### src/rtl/sram_readback_check.sv
// Reads back the SSRAM range written by the pattern generator and checks each word.
// Reports a saturating mismatch count plus the first failing address/data.
module sram_readback_check #(
  parameter int ADDR_W    = 20,
  parameter int DATA_W    = 32,
  parameter int NUM_WORDS = 1024,
  parameter int READ_LAT  = 2,
  parameter int ERR_W     = 16
) (
  input  logic              CLOCK,
  input  logic              nRST,
  input  logic              start,
  input  logic [DATA_W-1:0] bitMask,
  output logic              ren,
  output logic [ADDR_W-1:0] rAddr,
  input  logic [DATA_W-1:0] rData,
  output logic              busy,
  output logic              done,
  output logic              pass,
  output logic [ERR_W-1:0]  err_count,
  output logic [ADDR_W-1:0] first_err_addr,
  output logic [DATA_W-1:0] first_err_data
);

  typedef enum logic [1:0] {
    IDLE,
    ISSUE,
    DRAIN,
    DONE
  } state_t;

  localparam logic [ADDR_W-1:0] LAST = ADDR_W'(NUM_WORDS - 1);

  state_t              state_q, state_d;
  logic [ADDR_W-1:0]   addr_q, addr_d;
  logic [DATA_W-1:0]   mask_q, mask_d;
  logic [ERR_W-1:0]    err_q, err_d;
  logic [ADDR_W-1:0]   fa_q, fa_d;
  logic [DATA_W-1:0]   fd_q, fd_d;
  logic [READ_LAT-1:0] vld_q;
  logic [ADDR_W-1:0]   pa_q [READ_LAT];
  logic                hit;
  logic                drain_last;

  function automatic logic [DATA_W-1:0] exp_word(
    input logic [ADDR_W-1:0] a,
    input logic [DATA_W-1:0] m
  );
    logic [19:0] a20;
    a20 = 20'(a);
    return DATA_W'({a20[11:0], a20}) & m;
  endfunction

  assign ren            = (state_q == ISSUE);
  assign busy           = (state_q == ISSUE) || (state_q == DRAIN);
  assign done           = (state_q == DONE);
  assign pass           = done && (err_q == '0);
  assign rAddr          = addr_q;
  assign err_count      = err_q;
  assign first_err_addr = fa_q;
  assign first_err_data = fd_q;

  assign hit = vld_q[READ_LAT-1] &&
               (rData != exp_word(pa_q[READ_LAT-1], mask_q));

  // True when only the output stage may still hold a read in flight
  always_comb begin
    drain_last = 1'b1;
    for (int i = 0; i < READ_LAT - 1; i++) begin
      if (vld_q[i]) drain_last = 1'b0;
    end
  end

  always_comb begin
    state_d = state_q;
    addr_d  = addr_q;
    mask_d  = mask_q;
    err_d   = err_q;
    fa_d    = fa_q;
    fd_d    = fd_q;
    if (hit) begin
      if (err_q != '1) err_d = err_q + ERR_W'(1);
      if (err_q == '0) begin
        fa_d = pa_q[READ_LAT-1];
        fd_d = rData;
      end
    end
    unique case (state_q)
      IDLE: begin
        if (start) begin
          state_d = ISSUE;
          mask_d  = bitMask;
          addr_d  = '0;
          err_d   = '0;
          fa_d    = '0;
          fd_d    = '0;
        end
      end
      ISSUE: begin
        if (addr_q == LAST) state_d = DRAIN;
        else addr_d = addr_q + ADDR_W'(1);
      end
      DRAIN: begin
        if (drain_last) state_d = DONE;
      end
      DONE: begin
        if (!start) state_d = IDLE;
      end
      default: state_d = IDLE;
    endcase
  end

  always_ff @(posedge CLOCK or negedge nRST) begin
    if (!nRST) begin
      state_q <= IDLE;
      addr_q  <= '0;
      mask_q  <= '0;
      err_q   <= '0;
      fa_q    <= '0;
      fd_q    <= '0;
      vld_q   <= '0;
      for (int i = 0; i < READ_LAT; i++) pa_q[i] <= '0;
    end else begin
      state_q  <= state_d;
      addr_q   <= addr_d;
      mask_q   <= mask_d;
      err_q    <= err_d;
      fa_q     <= fa_d;
      fd_q     <= fd_d;
      vld_q[0] <= ren;
      pa_q[0]  <= addr_q;
      for (int i = 1; i < READ_LAT; i++) begin
        vld_q[i] <= vld_q[i-1];
        pa_q[i]  <= pa_q[i-1];
      end
    end
  end

endmodule

### config.mk
export PLATFORM = sky130hd
export DESIGN_NAME = sram_readback_check
export DESIGN_NICKNAME = d
export VERILOG_FILES = /design/src/rtl/sram_readback_check.sv
export SDC_FILE = /design/constraint.sdc
export NUM_CORES = 1
export LEC_CHECK = 0
export ABC_AREA = 1
export CORE_MARGIN = 1.5
export CORE_UTILIZATION = 35
export DETAILED_ROUTE_END_ITERATION = 8
export GPL_TIMING_DRIVEN = 0
export SYNTH_ARGS = -nofsm -noshare
export SYNTH_HDL_FRONTEND = slang
export SYNTH_SLANG_ARGS = --single-unit
### constraint.sdc
create_clock -name CLOCK -period 5.45 [get_ports CLOCK]
set_clock_uncertainty 0.2 [all_clocks]
set_input_delay 1.09 -clock CLOCK [delete_from_list [all_inputs] [get_ports CLOCK]]
set_output_delay 1.09 -clock CLOCK [all_outputs]
set_load 0.05 [all_outputs]
==> results.cfg <==
[timing]
period_needed_ns = 4.013
setup_violations = 0
relSlewSlack = 0.5402
rsz0062_at_grt = false
setup_ws_ns = 1.437
final_hold_viol_count = 0
finalSetupTns_ns = 0
drv_slew = 0
worst_pin_slew_ns = 0.6897
fin_crit_sh = 0.7364
max_freq_mhz = 249.2
hold_ws_ns = 0.1445

[synth]
async_reset_ff_frac = 1.000
synth_top_cell_area_share = 0.5159
synth-edff-count = 0
synth_cell_types = 33
syn_inst = 1060
mappedNetlistArea_sq_um = 7955
syn_nets = 1134
synth_seq_cells = 164
avgSynthCellArea_sq_um = 7.505
synth_warnings = 0
synth_most_common_cell = nand2_1
synth_area_leaders = dfrtp_1, nand2_1, nor2_1, inv_1, nand3_1
ys.flop_type = dfrtp_1
yosysSeqAreaShare = 0.5159
ys_top_cells_by_count = nand2_1, dfrtp_1, nor2_1
yosysTopAreaCell = dfrtp_1

[floorplanning]
die_h_um = 153.8
io_pins = 159
row_count = 54
initial_core_util = 0.3601
die-area_sq_um = 23640
fp.dieW_um = 153.8
coreArea_sq_um = 22090

[power]
p_leak_uw = 0.005332
switching_power_uw = 1659
p_seq_frac = 0.393
ir_drop_mv = 0.3646
p_comb_frac = 0.337
switching_share = 0.3955
internal-power_uw = 2535
powerDensity_nw_per_um2 = 400.3
clockPowerShare = 0.270

[cts]
clock_latency_ns = 0.42
clkTransAtPathRegs_ns = 0.06
cts_setup_buffers = 0
h-tree-depth = 4
ctsRootBufferMaster = clkbuf_16
cts_made_buffers = 17
cts_tree = done
cts_num_sinks = 164
ctsResizeCount = 0
cts_buffer_depth = 2
ctsHoldBuffers = 0

[run]
max_cap_viol_count = 0

[placed_design]
io_buffers = 158
pre_cts_ws_ns = 1.884
placed_area_sq_um = 9920
place.gp.congestion = 0.8925
dp_hpwl_mm = 16.89

[grt]
grt_pass1_wl_mm = 36.69
overflow = 0
grt_max_degree = 98
first_global_vias = 6785
grt_antenna_before_repair = 0
grt_usage = 0.2005

[layout]
finalNetCount = 1312
n_fill_cell = 2181
area_growth_pct = 31.69
drive_gt1_frac = 0.05360
diodes = 0
final_area_sq_um = 10480

[worst_setup_path]
path_class = flip-flop to output port
crit_required_ns = 4.16
worst_r2r_path_depth = 9
cp.arrival_ns = 2.72
endpoint_kind = output port
crit_fanout = 5
crit_path_start_kind = flip-flop

[route]
dr.pass1.iters = 7
drcViolationCount = 0
drt_iter0_markers = 488
drt_wl_total_mm = 22.89
vias = 7176
via_per_inst = 4.690
ant_nets = 0
avgRoutedWirePerCell_um = 14.96

[worst_hold_path]
whs_path_depth = 0
holdCritPathClass = flip-flop to flip-flop

[outcome]
outcome = finished, final reports clean
==> layer usage <==
layer	track usage	wire length [um]
met1	0.2744	10700
met2	0.3228	10580
met3	0.04200	1264
met4	0.05455	343
met5	0	0
==> metrics by stage <==
step | utilization | instances | power (uW)
floorplan | - | 1060 | 2564
global placement | 0.4475 | 1498 | 3070
detailed placement | 0.4490 | 1499 | 3091
CTS | 0.4742 | 1530 | 4236
global route | 0.4742 | 1530 | 4449
finish | 0.4742 | 1530 | 4194
==> power groups by stage <==
stage | combinational, uW | clock (uW) | sequential [uW]
2_1_floorplan | 658 | 0 | 1910
3_3_place_gp | 1410 | 0 | 1660
3_5_place_dp | 1430 | 0 | 1660
4_1_cts | 1430 | 1160 | 1650
5_1_grt | 1560 | 1210 | 1680
6_report | 1420 | 1130 | 1650
==> worst max-delay path, stage by stage, from the launching register on <==
cell,delay (ns)
dfrtp_1,0.43
inv_1,0.12
ha_1,0.16
nand4_1,0.14
nor4_2,0.45
and2_1,0.20
clkdlybuf4s50_1,0.80
==> layout make-up <==
type                       instances  area (sq um)  area share
tap                              280         350.3     0.03344
clock inverter                    10         76.32    0.007285
buffer                            34         188.9     0.01803
clock buffer                      21         480.5     0.04586
inverter                         117         439.2     0.04192
timing repair buffer             159          1614      0.1541
sequential                       164          4104      0.3917
multi-input combinational        745          3223      0.3077
==> cell usage in the layout, fill, tap and decap left out, types with 2 or more instances in the layout <==
| cell type | instances |
|---|---|
| nand2_1 | 398 |
| nor2_1 | 164 |
| dfrtp_1 | 164 |
| clkdlybuf4s50_1 | 157 |
| inv_1 | 113 |
| nand3_1 | 70 |
| o21ai_0 | 27 |
| clkbuf_16 | 17 |
| clkbuf_1 | 16 |
| nand3b_1 | 15 |
| nand4_1 | 12 |
| nor3_1 | 11 |
| xor2_1 | 9 |
| a21oi_1 | 9 |
| buf_4 | 8 |
| ha_1 | 7 |
| buf_2 | 6 |
| or2_2 | 6 |
| clkinv_4 | 4 |
| clkbuf_8 | 4 |
| buf_6 | 3 |
| inv_2 | 3 |
| nor4_1 | 3 |
| clkinvlp_4 | 3 |
| nand3_2 | 2 |
| o21ai_1 | 2 |
| clkinv_2 | 2 |
==> state kept, by name, summed over array words and instances (netlist names) <==
register	cells
err_count	16
first_err_addr	20
first_err_data	32
mask_q	32
pa_q	40
rAddr	20
state_q	2
vld_q	2
==> cell families after synthesis <==
group,synth area share
AOI/OAI and AO/OA,0.02705
xor gates and xnor gates,0.01101
adders and majority gates,0.01101
buffers and inverters,0.07896
DFF,0.5159
and+or+nand+nor,0.3561
==> path summary, 6_finish.rpt <==
| path | start | endpoint | slack, ns |
|---|---|---|---|
| worst min register to register | pa_q[37]$_DFF_PN0_ | pa_q[17]$_DFF_PN0_ | 0.14 |
| max in group asynchronous | nRST | rAddr[16]$_DFFE_PN0P_ | 3.78 |
| worst max register to register | err_count[0]$_DFF_PN0_ | first_err_data[22]$_DFF_PN0_ | 2.93 |
| worst min-delay path | pa_q[37]$_DFF_PN0_ | pa_q[17]$_DFF_PN0_ | 0.14 |
| min in group asynchronous | nRST | mask_q[27]$_DFFE_PN0P_ | 0.41 |
| worst max-delay path | err_count[0]$_DFF_PN0_ | pass | 1.44 |
(Power assumes the default switching activity.)
